==> config.mk <==
export PLATFORM = sky130hd
export DESIGN_NAME = cdb_arbiter
export DESIGN_NICKNAME = d
export VERILOG_FILES = /design/src/rtl/cdb_arbiter.sv
export SDC_FILE = /design/constraint.sdc
export NUM_CORES = 1
export LEC_CHECK = 0
export ABC_AREA = 1
export BUFFER_PORTS_ARGS = -buffer_cell sky130_fd_sc_hd__buf_2
export CORE_UTILIZATION = 40
export DETAILED_ROUTE_END_ITERATION = 12
export PLACE_DENSITY = 0.77
export SYNTH_ARGS = -nofsm -noshare
export SYNTH_HDL_FRONTEND = slang
export SYNTH_SLANG_ARGS = --single-unit
export TNS_END_PERCENT = 50
==> constraint.sdc <==
create_clock -name clk -period 1.9 [get_ports clk]
set_input_delay 0.38 -clock clk [delete_from_list [all_inputs] [get_ports clk]]
set_output_delay 0.38 -clock clk [all_outputs]
set_load 0.005 [all_outputs]
==> src/rtl/cdb_arbiter.sv <==
// cdb_arbiter
//   Round-robin arbiter and output register for the Common Data Bus.
//   Functional units request the bus with a tag/data pair. Each cycle one
//   winner is chosen, starting the scan at rr_ptr and wrapping around. The
//   winner's result is registered onto the CDB. A downstream stall freezes
//   a valid broadcast, and no new grant is issued while it is frozen.
//
// Ports
//   clk        rising-edge clock
//   rst        asynchronous active-high reset
//   req        per-source broadcast request
//   tag_in     source i tag at [i*TAG_W +: TAG_W]
//   data_in    source i data at [i*DATA_W +: DATA_W]
//   cdb_stall  consumer cannot accept a new broadcast
//   grant      one-hot accept of a source's request this cycle (combinational)
//   cdb_valid  CDB holds a valid broadcast
//   cdb_tag    broadcast tag
//   cdb_data   broadcast data
module cdb_arbiter #(
  parameter int NUM_SRC = 4,
  parameter int DATA_W  = 32,
  parameter int TAG_W   = 4,
  parameter int SEL_W   = 2
) (
  input  logic                      clk,
  input  logic                      rst,
  input  logic [NUM_SRC-1:0]        req,
  input  logic [NUM_SRC*TAG_W-1:0]  tag_in,
  input  logic [NUM_SRC*DATA_W-1:0] data_in,
  input  logic                      cdb_stall,
  output logic [NUM_SRC-1:0]        grant,
  output logic                      cdb_valid,
  output logic [TAG_W-1:0]          cdb_tag,
  output logic [DATA_W-1:0]         cdb_data
);

  logic [SEL_W-1:0]  rr_ptr;
  logic [SEL_W-1:0]  win_idx;
  logic [SEL_W-1:0]  scan_idx;
  logic              found;
  logic              accept;
  logic [TAG_W-1:0]  win_tag;
  logic [DATA_W-1:0] win_data;

  // The bus can take a new broadcast when it is empty or the consumer is
  // not stalling.
  assign accept = ~cdb_valid | ~cdb_stall;

  // Scan from rr_ptr upwards. NUM_SRC is a power of two, so the SEL_W-bit
  // add wraps modulo NUM_SRC for free.
  always_comb begin
    found    = 1'b0;
    win_idx  = '0;
    scan_idx = '0;
    for (int k = 0; k < NUM_SRC; k++) begin
      scan_idx = rr_ptr + SEL_W'(k);
      if (!found && req[scan_idx]) begin
        found   = 1'b1;
        win_idx = scan_idx;
      end
    end
  end

  // N:1 result mux steered by the winner index.
  assign win_tag  = tag_in[win_idx*TAG_W +: TAG_W];
  assign win_data = data_in[win_idx*DATA_W +: DATA_W];

  // Grant is suppressed while reset is held so that no source retires a
  // result that the reset is about to discard.
  always_comb begin
    grant = '0;
    if (!rst && accept && found) begin
      grant[win_idx] = 1'b1;
    end
  end

  // CDB register and round-robin pointer. If there is no request, the bus
  // goes idle but keeps the last tag/data. A stalled valid broadcast holds
  // everything.
  always_ff @(posedge clk or posedge rst) begin
    if (rst) begin
      cdb_valid <= 1'b0;
      cdb_tag   <= '0;
      cdb_data  <= '0;
      rr_ptr    <= '0;
    end else if (accept) begin
      if (found) begin
        cdb_valid <= 1'b1;
        cdb_tag   <= win_tag;
        cdb_data  <= win_data;
        rr_ptr    <= win_idx + SEL_W'(1);
      end else begin
        cdb_valid <= 1'b0;
      end
    end
  end

endmodule

After elaboration in Yosys (flattened, before gate mapping)
Cells that the tools add are included.
{"block": "word_totals", "wordCells": 50, "ff_bits": 39, "in_bits": 151}
{"block": "classes", "magnitude_cmp": 6, "shift": 2, "n_reduce_logical": 11, "addsub": 4, "n_bitwise": 3, "muxes": 20}
{"cell": "$shiftx A128 B8 Y32", "count": 1}
{"cell": "$shiftx A16 B5 Y4", "count": 1}
{"cell": "$lt A2 B3 Y1 const B", "count": 5}
{"cell": "$mux W1", "count": 10}
{"cell": "$bmux W1 S2", "count": 4}
{"cell": "$mux W2", "count": 4}
{"cell": "$logic_and A1 B1 Y1", "count": 6}
{"cell": "$add A2 B1 Y2 const B", "count": 2}
{"cell": "$add A2 B2 Y2 const B", "count": 2}
{"cell": "$logic_not A1 Y1", "count": 4}
{"cell": "$mux W4", "count": 1}
{"cell": "$demux W1 S2", "count": 1}
{"cell": "$ge A2 B1 Y1 const B", "count": 1}
{"cell": "$not A1 Y1", "count": 2}
{"cell": "$reduce_and A2 Y1", "count": 1}
{"cell": "$or A1 B1 Y1", "count": 1}

Depth between registers and ports, before layout
Gate-level depths: netlist (run 1).
{"block": "logic_depth", "ltp_word": 17, "mapped_depth": 17, "depth_no_buf": 15}

Least setup slack after synthesis (run 1)
Ideal clock, no wire load.
{"block": "synth_path", "path_kind": "input to output", "start": "in rst", "end": "out grant[2]", "arrival_time_ns": 1.699, "path_slack_ns": -0.179, "stages": 3, "path_buffers": 0, "path_cell_list": "inv_1 nand2_1 nor3_1"}
{"block": "synth_between", "elab_chain_cells": 4}
{"element": "from (decl)", "line": "26", "text": "input logic rst,"}
{"element": "$logic_not A1 Y1 (no source line)"}
{"element": "$logic_and A1 B1 Y1 (2 in series)", "line": "72", "text": "if (!rst && accept && found) begin"}
{"element": "$mux W4", "line": "72"}
{"element": "to (decl)", "line": "31", "text": "output logic [NUM_SRC-1:0] grant,"}
Every way passes these cells.

Final worst setup path (run 1)
{"block": "layout_path", "start": "reg rr_ptr[0]", "end": "out grant[1]"}
{"block": "layout_between", "elab_chain_cells": 17, "elab_cells_between_ends": 32, "classes_between": "add/sub (3); order compare (2); mux (19); reduce/logical (8)"}
{"element": "from (decl)", "line": "37", "text": "logic [SEL_W-1:0] rr_ptr;"}
{"element": "from (signal assigned)", "line": "91", "text": "rr_ptr <= win_idx + SEL_W'(1);"}
{"element": "branches (longest 16 deep; another with $lt A2 B3 Y1)"}
{"element": "$mux W4 (*)", "line": "72"}
Every way passes the cells marked *. The select of a mux whose other input is x is not followed.

==> results of run 1 <==
metrics by stage:
step	worst slack, ns	hold WS [ns]	instances	power (W)	utilization (%)
after detailed placement	-0.195	0.460	864	0.00937	55.6
after floorplan	-0.0126	0.369	588	0.00764	-
after global routing	-0.478	0.331	892	0.0135	62.2
after global placement	-0.112	0.457	864	0.00919	55.6
after CTS	-0.355	0.303	879	0.0110	59.1
final	-0.398	0.288	892	0.0123	62.2
path summary, 6_finish.rpt:
kind | slack, ns | end | depth (start not counted) | start
max in group asynchronous | 1.25 | rr_ptr[1]$_DFFE_PP0P_ | 3 | rst
hold / removal | 0.29 | cdb_data[5]$_DFFE_PP0P_ | 3 | rst
setup / recovery | -0.40 | grant[1] | 9 | rr_ptr[0]$_DFFE_PP0P_
min in group clk | 0.41 | cdb_valid$_DFFE_PP0N_ | 3 | cdb_stall
hold reg to reg | 0.47 | cdb_data[21]$_DFFE_PP0P_ | 2 | cdb_data[21]$_DFFE_PP0P_
setup reg to reg | -0.20 | cdb_data[27]$_DFFE_PP0P_ | 13 | rr_ptr[0]$_DFFE_PP0P_
worst max-delay path, delay by kind of cell, from the launching register on:
kind | cells | cell delay [ns]
buffers and inverters | 4 | 0.58
flip-flops | 1 | 0.44
AND/OR/NAND/NOR | 4 | 0.42
AO/OA/AOI/OAI | 1 | 0.19
sequential cells by signal, summed over array words and instances (netlist names):
register	count
cdb_data	32
cdb_tag	4
cdb_valid	1
rr_ptr	2
power by group through the flow:
stage	clock network (W)	registers, W	logic, W
finish	0.000499	0.00150	0.0103
detailed placement	0	0.00149	0.00788
global route	0.000559	0.00154	0.0114
global placement	0	0.00148	0.00771
CTS	0.000526	0.00148	0.00901
floorplan	0	0.00152	0.00612
area by class of cell:
class / count / area [um2] / area share [%]
flip-flops and latches: 39 / 978 / 19.9
well taps: 102 / 128 / 2.60
repair buffers: 236 / 1540 / 31.4
multi-input cells: 496 / 2130 / 43.4
inverters: 13 / 57.6 / 1.17
clock buffers: 6 / 72.6 / 1.48
layer usage:
| layer | up-vias | track usage [%] | share of wire (%) |
|---|---|---|---|
| met1 | 1899 | 26.7 | 42 |
| met2 | 173 | 45.0 | 50 |
| li1 | 2215 | - | - |
| met5 | - | 0 | 0 |
| met4 | 0 | 5.90 | 0.79 |
| met3 | 8 | 4.55 | 6.9 |
kinds of logic (layout without fill, tap and decap cells):
group                  after synthesis  in the layout  synth area share (%)
AO/OA/AOI/OAI                        4              4                 0.640
buffers and inverters               53            255                  9.68
flip-flops                          39             39                  29.4
AND/OR/NAND/NOR                    492            492                  60.3
synthesized netlist by cell type, drive strengths merged:
master and count:
nor2 3, nor3 2, nand4 1, inv 13, o21ai 3, nand3 83, dfrtp 39, nand2 403
buf 36, a31oi 1, clkbuf 4
what timing repair did:
item | in CTS | in global routing
resized for setup | 20 | 27
setup buffers | 7 | 9
gates cloned | 3 | 4
hold buffers | 0 | 0
setup endpoints to repair | 42 | 42
pin swaps | 7 | 10
==> flow_summary.ini, run 1 <==
[run_status]
outcome = finished, violations left
failed_checks = negative setup slack

[logic_synthesis]
ys_seq_area_share_pct = 29.4
synth_top_area_share_pct = 44.6
synth.ff_latch_count = 39
ys.warnings.count = 0
syn_area_um2 = 3320
yosysUniqueCellTypes = 18
synth_top_cell_by_area = nand2_1
synth_cells = 588
syn_nets = 739
synth_area_leaders = nand2_1, dfrtp_1, nand3_1
syn_area_per_cell_um2 = 5.65

[floorplan]
die_w_um = 93.1
start_util_pct = 42.1
core-area_um2 = 7890
design.portCount = 192
num_rows = 32
die_h_um = 93.1
die_area_um2 = 8670

[worst_hold_path]
hold_path.class = input pin to async pin

[cells_and_area]
area_delta_synth_final_pct = 47.7
final_layout_size_suffix_gt1_share_pct = 36.3
final_common_cell = nand2_1
fin_area_um2 = 4910
antenna_cells = 0
fill_cells = 771
layout.nets = 942
layout_common_cells = nand2_1, buf_2, nand3_1

[route]
num_vias = 4295
route.detailed.drc = 0
first_pass_iters = 4
vias_per_cell = 4.82
ant_nets = 0
wl_per_cell_um = 12.3
routed_wirelength_mm = 11.0
first_iter_violations = 178

[timing]
finalCriticalPeriod_ns = 2.30
hold_violations = 0
maxSlewHeadroom_pct = 67.0
setup_viol = 41
final_max_slew_viol_count = 0
rsz0062_at_grt = true
skew_ns = 0.00918
worst_pin_slew_ns = 0.494
fin_ws_ns = -0.398
fmaxAchievable_mhz = 435
period_share_pct = 121
tns_ns = -7.50

[cts]
cts_tree = yes
clk_pin_slew_ns = 0.07
clk-insertion-delay-late_ns = 0.28
cts_sinks = 39
h-tree-depth = 2
ctsRootBufferMaster = clkbuf_8
numCtsBuffers = 5
clk_path_buf_depth = 2

[setup_path]
crit_chain = buf_6, nand2_2, nand2_4, buf_4, a31oi_1, nand3_2, buf_4, nor3_2, buf_2
endpoint_kind = primary output
crit_fanout = 8
worstPathRequired_ns = 1.52
crit_slowest_cell = dfrtp_2
critPathMaxStageDelay_ns = 0.44
worst_ep_arrival_time_ns = 1.92
startpoint_type = flip-flop
crit_type = flip-flop to primary output
crit_top_cell = buf_4

[placed_design]
place_area_um2 = 4390
routabilityCongestion = 0.884
dpl.hpwl_mm = 7.44
io_buffers = 191

[global_route]
grt_max_degree = 40
grt_pass1_wl_mm = 16.6
grt_usage_pct = 23.6
grt_pass1_vias = 3762
antenna_found_initial = 0
gr-total-overflow = 0

[power]
internal_power_w = 0.00603
pwr-share-comb_pct = 83.7
switching_share_pct = 50.8
total_leakage_power_nw = 3.09
power_density_nw_per_um2 = 2500
peakVddDrop_mv = 1.08
p_switching_w = 0.00624
power_frac_clock_pct = 4.1
pwr-share-seq_pct = 12.2

[run]
maxCapViolations = 0
Power figures use the tool's default switching activity.
==> run 2, diff against run 1 <==
--- a/config.mk
+++ b/config.mk
@@ -7,10 +7,9 @@
 export LEC_CHECK = 0
 export ABC_AREA = 1
 export BUFFER_PORTS_ARGS = -buffer_cell sky130_fd_sc_hd__buf_2
-export CORE_UTILIZATION = 40
+export CORE_UTILIZATION = 25
 export DETAILED_ROUTE_END_ITERATION = 12
-export PLACE_DENSITY = 0.77
+export GPL_TIMING_DRIVEN = 0
 export SYNTH_ARGS = -nofsm -noshare
 export SYNTH_HDL_FRONTEND = slang
 export SYNTH_SLANG_ARGS = --single-unit
-export TNS_END_PERCENT = 50
==> flow_summary.ini, run 2 (synthesis results as in run 1) <==
[power]
power_density_nw_per_um2 = 2510
total_leakage_power_nw = 3.38
p_switching_w = 0.00732
internal_power_w = 0.00684
power_frac_clock_pct = 5.9
switching_share_pct = 51.7
pwr-share-comb_pct = 83.5
peakVddDrop_mv = 0.994
pwr-share-seq_pct = 10.6

[setup_path]
endpoint_kind = primary output
reg2reg_depth = 18
r2r-end = cdb_tag[2]$_DFFE_PP0P_
crit_chain = clkinv_4, buf_6, nand2_4, nand3_4, buf_4, a31oi_1, nand3_2, inv_2, buf_8, buf_12, nand2_1, nor2_1, buf_2
r2r_slack_ns = -0.39
critPathMaxStageDelay_ns = 0.43
crit_type = flip-flop to primary output
worstPathRequired_ns = 1.52
endpoint = grant[0]
crit_fanout = 6
rr_startpoint = rr_ptr[0]$_DFFE_PP0P_
crit_path_start = rr_ptr[0]$_DFFE_PP0P_
crit_slowest_cell = dfrtp_2
worst_ep_arrival_time_ns = 2.15
startpoint_type = flip-flop

[cts]
cts_hold_buffers = 0
clk-insertion-delay-late_ns = 0.29
cts_tree = yes
numCtsBuffers = 5
h-tree-depth = 2
clk_pin_slew_ns = 0.06
cts_sinks = 39
ctsRootBufferMaster = clkbuf_16
clk_path_buf_depth = 2

[timing]
period_share_pct = 133
fmaxAchievable_mhz = 396
setup_viol = 40
finalCriticalPeriod_ns = 2.53
worst_pin_slew_ns = 0.978
final_max_slew_viol_count = 0
maxSlewHeadroom_pct = 34.6
rsz0062_at_grt = true
fin_ws_ns = -0.626
hold_violations = 0
skew_ns = 0.00500

[cells_and_area]
largest_register = cdb_data
top_regs = cdb_data (32), cdb_tag (4), rr_ptr (2)
layout_common_cells = nand2_1, buf_2, nand3_1
area_delta_synth_final_pct = 69.6
final_core_util_pct = 44.1
final_common_cell = nand2_1
layout.nets = 968
antenna_cells = 0
largest_reg_flops = 32
final_layout_size_suffix_gt1_share_pct = 43.8

[route]
wl_per_cell_um = 14.6
route.detailed.drc = 0
vias_per_cell = 4.53
ant_nets = 0
routed_wirelength_mm = 14.5
num_vias = 4480
first_pass_iters = 4
first_iter_violations = 199

[floorplan]
core-area_um2 = 12800
num_rows = 41
die_w_um = 117
die_h_um = 117
design.portCount = 192
die_area_um2 = 13800
start_util_pct = 26.0

[global_route]
grt_pass1_vias = 4026
grt_pass1_wl_mm = 20.1
gr-total-overflow = 0
grt_usage_pct = 19.4
antenna_found_initial = 0
grt_max_degree = 41

[placed_design]
place_ws_ns = -0.397
routabilityCongestion = 0.754
dpl.hpwl_mm = 9.77
io_buffers = 191

[run_status]
outcome = finished, violations left
failed_checks = negative setup slack

[run]
maxCapViolations = 0

[worst_hold_path]
hold_path.class = input pin to async pin
-- run 2: cell type report --
cell class,count,area (um2)
Sequential cell,39,978
Clock inverter,1,5.00
Fill cell,1348,7140
Inverter,13,65.1
Buffer,39,478
Timing Repair Buffer,223,1350
Tap cell,172,215
Clock buffer,7,133
Multi-Input combinational cell,496,2410
-- run 2: what timing repair did --
action	4_1_cts	5_1_grt
cloned	2	3
setup endpoints to repair	42	42
resized for setup	68	114
endpoints found under the hold margin	0	0
buffers inserted	14	16
pin swaps	7	24
-- run 2: metal layers --
metal / track usage (%) / part of all wire [%]
met1: 24.5 / 45
met3: 3.66 / 5.0
met2: 33.3 / 48
met5: 0 / 0
met4: 6.24 / 2.6
-- run 2: worst min-delay path by stage --
stage,slack (ns),startpoint,endpoint,cells after the start
after global routing,0.38,rst,cdb_data[2]$_DFFE_PP0P_,2
after global placement,0.46,cdb_tag[2]$_DFFE_PP0P_,cdb_tag[2]$_DFFE_PP0P_,2
final,0.29,rst,cdb_data[2]$_DFFE_PP0P_,2
after CTS,0.32,rst,cdb_data[2]$_DFFE_PP0P_,2
after floorplan,0.37,rst,cdb_data[0]$_DFFE_PP0P_,1
after detailed placement,0.46,cdb_data[20]$_DFFE_PP0P_,cdb_data[20]$_DFFE_PP0P_,2
-- run 2: critical path: cells and delay by family, from the launching register on --
| family | cells | cell delay, ns |
|---|---|---|
| and+or+nand+nor | 5 | 0.46 |
| AOI/OAI and AO/OA | 1 | 0.17 |
| DFF | 1 | 0.43 |
| buffers and inverters | 7 | 0.79 |
-- run 2: through the flow --
stage               hold WS (ns)  TNS, ns  instances  power, W  area, um2
global placement           0.457    -7.09        951    0.0102       4530
global route               0.376   -19.95        990    0.0156       5630
floorplan                  0.369  -0.0225        588   0.00766       3360
detailed placement         0.461    -8.13        951    0.0103       4530
CTS                        0.325    -5.90        974    0.0127       5030
finish                     0.288   -15.24        990    0.0142       5630
-- run 2: power groups by stage --
stage / Sequential, W / Combinational (W) / Clock (W)
finish: 0.00150 / 0.0118 / 0.000831
global route: 0.00155 / 0.0131 / 0.000890
CTS: 0.00150 / 0.0103 / 0.000859
detailed placement: 0.00149 / 0.00878 / 0
global placement: 0.00149 / 0.00873 / 0
floorplan: 0.00152 / 0.00614 / 0
